### src/rtl/systolic_pkg.sv
// Shared types for the systolic array: MAC operand/product widths, accumulator type
// and the accumulator FSM state encoding.
package systolic_pkg;

  localparam int MAC_DATA_W = 8;
  localparam int MAC_MUL_W  = 16;
  localparam int ACC_W_DEF  = MAC_MUL_W + $clog2(256);

  typedef logic signed [MAC_DATA_W-1:0] t_mac_data;
  typedef logic signed [MAC_MUL_W-1:0]  t_mac_mul_data;
  typedef logic signed [ACC_W_DEF-1:0]  t_acc_data;

  typedef enum logic {
    IDLE,
    ACCUM
  } t_acc_state;

endpackage

### src/rtl/acc_out_reg.sv
// One-entry result holding register with valid/ready handshake. A load that arrives
// while the entry is full and not being drained is dropped and flagged in a sticky bit.
module acc_out_reg #(
  parameter int W = 24
) (
  input  logic                clk,
  input  logic                rst,
  input  logic                load,
  input  logic signed [W-1:0] load_data,
  input  logic                ready,
  input  logic                ovf_clear,
  output logic signed [W-1:0] data,
  output logic                valid,
  output logic                overflow
);

  logic signed [W-1:0] data_reg;
  logic                valid_reg;
  logic                overflow_reg;
  logic                drain;
  logic                collide;

  assign drain   = valid_reg && ready;
  assign collide = load && valid_reg && !ready;

  always_ff @(posedge clk or posedge rst) begin
    if (rst) begin
      data_reg     <= '0;
      valid_reg    <= 1'b0;
      overflow_reg <= 1'b0;
    end else begin
      // A load during a drain cycle replaces the departing result without a bubble.
      if (load && (!valid_reg || ready)) begin
        data_reg  <= load_data;
        valid_reg <= 1'b1;
      end else if (drain) begin
        valid_reg <= 1'b0;
      end

      if (collide) begin
        overflow_reg <= 1'b1;
      end else if (ovf_clear) begin
        overflow_reg <= 1'b0;
      end
    end
  end

  assign data     = data_reg;
  assign valid    = valid_reg;
  assign overflow = overflow_reg;

endmodule

### src/rtl/mac_accumulator.sv
// Sums k_len valid MAC products into one dot-product result and hands it to a
// valid/ready output register. Define MAC_ACC_SATURATE_EN for saturating addition.
module mac_accumulator
  import systolic_pkg::*;
#(
  parameter int K_MAX = 256,
  parameter int ACC_W = MAC_MUL_W + $clog2(K_MAX)
) (
  input  logic                          clock_i,
  input  logic                          reset_i,
  input  logic                          start_i,
  input  logic [$clog2(K_MAX+1)-1:0]    k_len_i,
  input  t_mac_mul_data                 prod_i,
  input  logic                          prod_valid_i,
  output logic                          busy_o,
  output logic signed [ACC_W-1:0]       acc_o,
  output logic                          acc_valid_o,
  input  logic                          acc_ready_i,
  output logic                          overflow_o,
  input  logic                          ovf_clear_i
);

  localparam int CNT_W = $clog2(K_MAX + 1);

  t_acc_state              state_reg, state_next;
  logic [CNT_W-1:0]        cnt_reg, cnt_next;
  logic [CNT_W-1:0]        k_len_reg, k_len_next;
  logic signed [ACC_W-1:0] sum_reg, sum_next;
  logic signed [ACC_W-1:0] prod_ext;
  logic signed [ACC_W-1:0] add_res;
  logic                    start_ok;
  logic                    last_beat;

  assign prod_ext = {{(ACC_W-MAC_MUL_W){prod_i[MAC_MUL_W-1]}}, prod_i};

`ifdef MAC_ACC_SATURATE_EN
  localparam logic signed [ACC_W-1:0] SAT_MAX = {1'b0, {(ACC_W-1){1'b1}}};
  localparam logic signed [ACC_W-1:0] SAT_MIN = {1'b1, {(ACC_W-1){1'b0}}};
  logic signed [ACC_W:0] wide_sum;

  assign wide_sum = {sum_reg[ACC_W-1], sum_reg} + {prod_ext[ACC_W-1], prod_ext};

  // The two top bits disagree exactly when the signed addition left the ACC_W range.
  always_comb begin
    add_res = wide_sum[ACC_W-1:0];
    if (wide_sum[ACC_W] != wide_sum[ACC_W-1]) begin
      add_res = wide_sum[ACC_W] ? SAT_MIN : SAT_MAX;
    end
  end
`else
  assign add_res = sum_reg + prod_ext;
`endif

  assign start_ok  = start_i && (k_len_i != '0) && (k_len_i <= CNT_W'(K_MAX));
  assign last_beat = (state_reg == ACCUM) && prod_valid_i && (cnt_reg == k_len_reg - 1'b1);

  always_comb begin
    state_next = state_reg;
    cnt_next   = cnt_reg;
    k_len_next = k_len_reg;
    sum_next   = sum_reg;
    case (state_reg)
      IDLE: begin
        if (start_ok) begin
          k_len_next = k_len_i;
          cnt_next   = '0;
          state_next = ACCUM;
        end
      end
      ACCUM: begin
        if (prod_valid_i) begin
          // The first beat overwrites, so the previous result never leaks in.
          sum_next = (cnt_reg == '0) ? prod_ext : add_res;
          cnt_next = cnt_reg + 1'b1;
          if (last_beat) begin
            state_next = IDLE;
          end
        end
      end
      default: state_next = IDLE;
    endcase
  end

  always_ff @(posedge clock_i or posedge reset_i) begin
    if (reset_i) begin
      state_reg <= IDLE;
      cnt_reg   <= '0;
      k_len_reg <= '0;
      sum_reg   <= '0;
    end else begin
      state_reg <= state_next;
      cnt_reg   <= cnt_next;
      k_len_reg <= k_len_next;
      sum_reg   <= sum_next;
    end
  end

  assign busy_o = (state_reg == ACCUM);

  acc_out_reg #(
    .W (ACC_W)
  ) u_out (
    .clk       (clock_i),
    .rst       (reset_i),
    .load      (last_beat),
    .load_data (sum_next),
    .ready     (acc_ready_i),
    .ovf_clear (ovf_clear_i),
    .data      (acc_o),
    .valid     (acc_valid_o),
    .overflow  (overflow_o)
  );

endmodule

### config.mk
export PLATFORM = sky130hd
export DESIGN_NAME = mac_accumulator
export DESIGN_NICKNAME = d
export VERILOG_FILES = /design/src/rtl/systolic_pkg.sv /design/src/rtl/acc_out_reg.sv /design/src/rtl/mac_accumulator.sv
export SDC_FILE = /design/constraint.sdc
export NUM_CORES = 1
export LEC_CHECK = 0
export ABC_AREA = 0
export CAP_MARGIN = 20
export CORE_ASPECT_RATIO = 1.25
export CORE_MARGIN = 4
export CORE_UTILIZATION = 30
export DETAILED_ROUTE_END_ITERATION = 10
export SYNTH_ARGS = -nofsm -noshare
export SYNTH_HDL_FRONTEND = slang
export SYNTH_SLANG_ARGS = --single-unit
export TNS_END_PERCENT = 10
### constraint.sdc
create_clock -name clock_i -period 2.5 [get_ports clock_i]
set_clock_uncertainty 0.1 [all_clocks]
set_input_delay 0.5 -clock clock_i [delete_from_list [all_inputs] [get_ports clock_i]]
set_output_delay 0.5 -clock clock_i [all_outputs]
set_load 0.05 [all_outputs]
==> reports/metrics.yaml <==
outcome: "complete, but fails checks"
failed_checks: "setup timing"
hpwlAfterDp_um: 8900
critPathMaxStageDelay_ns: 0.28
report.final.setup_viol: 9
layout.cells.non_filler: 804
clock_path_buffers: 2
ys_seq_area_share_pct: 38.5
slew_at_the_pin_closest_to_its_max_slew_limit_ns: 0.522
floorplan.die.width_um: 117
post-route-drc-count: 0
drv_slew: 0
gpl.final_weighted_congestion: 0.911
worst_r2r_endpoint: "u_out.data[18]"
clkLatencyLatePin_ns: 0.35
synth_top_family_by_area: "compound AO/OA/AOI/OAI gates"
stdcell_area_um2: 6670
share_comb_of_total_power_pct: 64.2
h-tree-depth: 3
timing.critical_path.fanout_max: 3
power.share.switching_pct: 43.6
final_core_util_pct: 45.9
ys_top_cells_by_count: "dfrtp_1 (69), nand2_1 (55), nor2_1 (41), o21ai_0 (37), a21oi_1 (32)"
cp_top_family: "compound AO/OA/AOI/OAI gates"
cts-hold-fix-buffers: 0
critPathRequiredTime_ns: 2.63
postSynthRegisterBits: 69
tritoncts.num_buffers: 9
hold_viol: 0
total_vias_in_the_final_route: 4104
drive_gt1_share_pct: 31.9
cp.arrival_ns: 2.75
synth_adder_area_share_pct: 7.71
cts_tree: "yes"
netlist_instances: 488
critical_path.startpoint: "prod_i[7]"
timing.max_slew.rel_slack_pct: 65.1
final_min_period_over_clock_period_pct: 105
globalRouteMet3Util_pct: 3.07
dpl-instance-area_um2: 5960
ys_warn_count: 0
cts.sinks: 69
synth_compound_area_share_pct: 19.9
crit_end: "u_out.data[18]"
dr.first_iter.drc_count: 224
critical_path.reg2reg.startpoint: "sum_reg[7]"
synth_top_area_cell: "dfrtp_1"
insertedDiodeCount: 0
clkTransAtPathRegs_ns: 0.05
grt_pass1_vias: 4218
number_of_buffers_added_on_ports: 57
drt-total-wl_um: 12300
met2_usage_pct: 25.4
synth_simple_gate_area_share_pct: 18.1
root_buffer: "clkbuf_16"
synth_top_area_share_pct: 38.5
critical_path.n_buffers_inverters: 1
number_of_flops_mapped_to_enable_cells_by_yosys: 0
rows: 49
grt_remaining_overflow: 0
static-leakage-power_nw: 2.84
grt_antenna_before_repair: 0
busiest_layer: "met2"
synth-main-ff-cell: "dfrtp_1"
vias_per_cell: 5.10
timing.reg2reg.worst_path_depth: 10
globalRouteMet1Util_pct: 17.5
first_pass_iters: 4
totalPowerFinal_mw: 9.60
synth_top_cells_by_area: "dfrtp_1 (39%), ha_1 (7.3%), nand2_1 (4.6%), o21ai_0 (4.1%), mux2_2 (4.0%)"
core_area_um2: 14500
total_power_divided_by_cell_area_nw_per_um2: 1440
setup_cp_type: "input port to flop"
unrepaired_setup_endpoints_after_global_routing: "true"
post-synth-top-count-cell: "dfrtp_1"
share_clk_of_total_power_pct: 14.0
floorplan.die_area_um2: 17000
post_synth_mux_area_share_pct: 7.51
layout.nets: 679
largest_vdd_supply_drop_mv: 0.546
grt_use_total_pct: 14.7
worst_setup_path_start_kind: "input port"
dpl_worst_slack_ns: -0.883
holdWs_ns: 0.379
post_drt_antenna_nets: 0
p_sw_mw: 4.18
grt_first_pass_wirelength_um: 20200
totalNegativeSetupSlack_ns: -0.672
fin_ws_ns: -0.124
critPathSlowestCell: "a211o_1"
design.portCount: 58
area.growth.synth_to_final_pct: 48.8
grt_max_degree: 70
synth_xor_area_share_pct: 4.89
syn-cell-area_um2: 4480
timing.fmax_ghz: 0.381
setup.reg_to_reg.worst_slack_ns: -0.12
maxCapViolCount: 0
intPower_mw: 5.42
post-route-min-period_ns: 2.62
dieHeight_um: 145
start_util_pct: 30.8
wl_per_cell_um: 15.3
crit_cells: 11
numPlacedInstances: 779
share_seq_of_total_power_pct: 21.9
hold_path.class: "input port to flop"
synth_cell_types: 60
timing.critical_path.to_type: "flop"
path_cells: "clkdlybuf4s15_1, ha_4, a21o_1, a31o_1, o211a_1, a211oi_4, o211ai_1, a211o_1, nand2_1, o21ai_2, mux2_2"
synthesis.area_per_instance_um2: 9.18
synth_nets: 546
ys_async_sr_fraction_pct: 100
-- worst min path at each step --
stage	startpoint	endpoint	slack, ns	cells past startpoint
3_3_place_gp	u_out.data[19]	u_out.data[19]	0.36	2
4_1_cts	u_out.data[11]	u_out.data[11]	0.40	1
2_1_floorplan	sum_reg[13]	sum_reg[13]	0.35	2
5_1_grt	prod_i[14]	sum_reg[14]	0.42	3
3_5_place_dp	u_out.data[19]	u_out.data[19]	0.37	2
6_report	prod_i[14]	sum_reg[14]	0.38	3
-- worst reg2reg max path, delay by kind of cell, from the launching register on --
kind | cells | cell delay [ns]
AND/OR/NAND/NOR | 1 | 0.09
AO/OA/AOI/OAI | 7 | 1.42
adder cells (fa/ha/maj) | 1 | 0.22
flip-flops | 1 | 0.41
multiplexers | 1 | 0.26
-- layout by cell type, fill, tap and decap left out, types with 11 or more instances in the layout --
| cell | n |
|---|---|
| xnor2_1 | 15 |
| inv_1 | 11 |
| dlygate4sd2_1 | 12 |
| clkdlybuf4s50_1 | 42 |
| ha_4 | 17 |
| a21oi_1 | 24 |
| nand2_1 | 53 |
| mux2_2 | 15 |
| o21ai_0 | 31 |
| nor2_1 | 38 |
| a31oi_1 | 12 |
| dfrtp_1 | 68 |
| buf_4 | 78 |
-- final cells by class --
type	count	area, um^2
Tap cell	178	223
Multi-Input combinational cell	384	3080
Clock buffer	13	270
Sequential cell	69	1730
Clock inverter	3	42.5
Inverter	15	56.3
Fill cell	1333	7860
Timing Repair Buffer	142	1270
-- power groups by stage --
stage	logic [mW]	clock network, mW	registers, mW
6_report	6.16	1.34	2.10
5_1_grt	6.73	1.43	2.17
3_3_place_gp	5.42	0	2.04
3_5_place_dp	5.54	0	2.06
2_1_floorplan	3.02	0	2.62
4_1_cts	5.92	1.37	2.08
-- layer usage --
| layer | routed length, um | part of all wire (%) |
|---|---|---|
| met2 | 6070 | 49 |
| met5 | 0 | 0 |
| met1 | 5430 | 44 |
| met4 | 335 | 2.7 |
| met3 | 438 | 3.6 |
-- cells by family after synthesis --
family	Yosys count
AO/OA/AOI/OAI	137
XOR/XNOR	25
adder cells (fa/ha/maj)	27
buffers and inverters	35
flip-flops	69
multiplexers	29
AND/OR/NAND/NOR	166
-- what timing repair did --
item,in CTS,in global routing
setup endpoints to repair,32,35
hold endpoints to repair,0,0
resized for setup,52,34
buffers inserted,7,2
pin swaps,29,12
(Power assumes the default switching activity.)
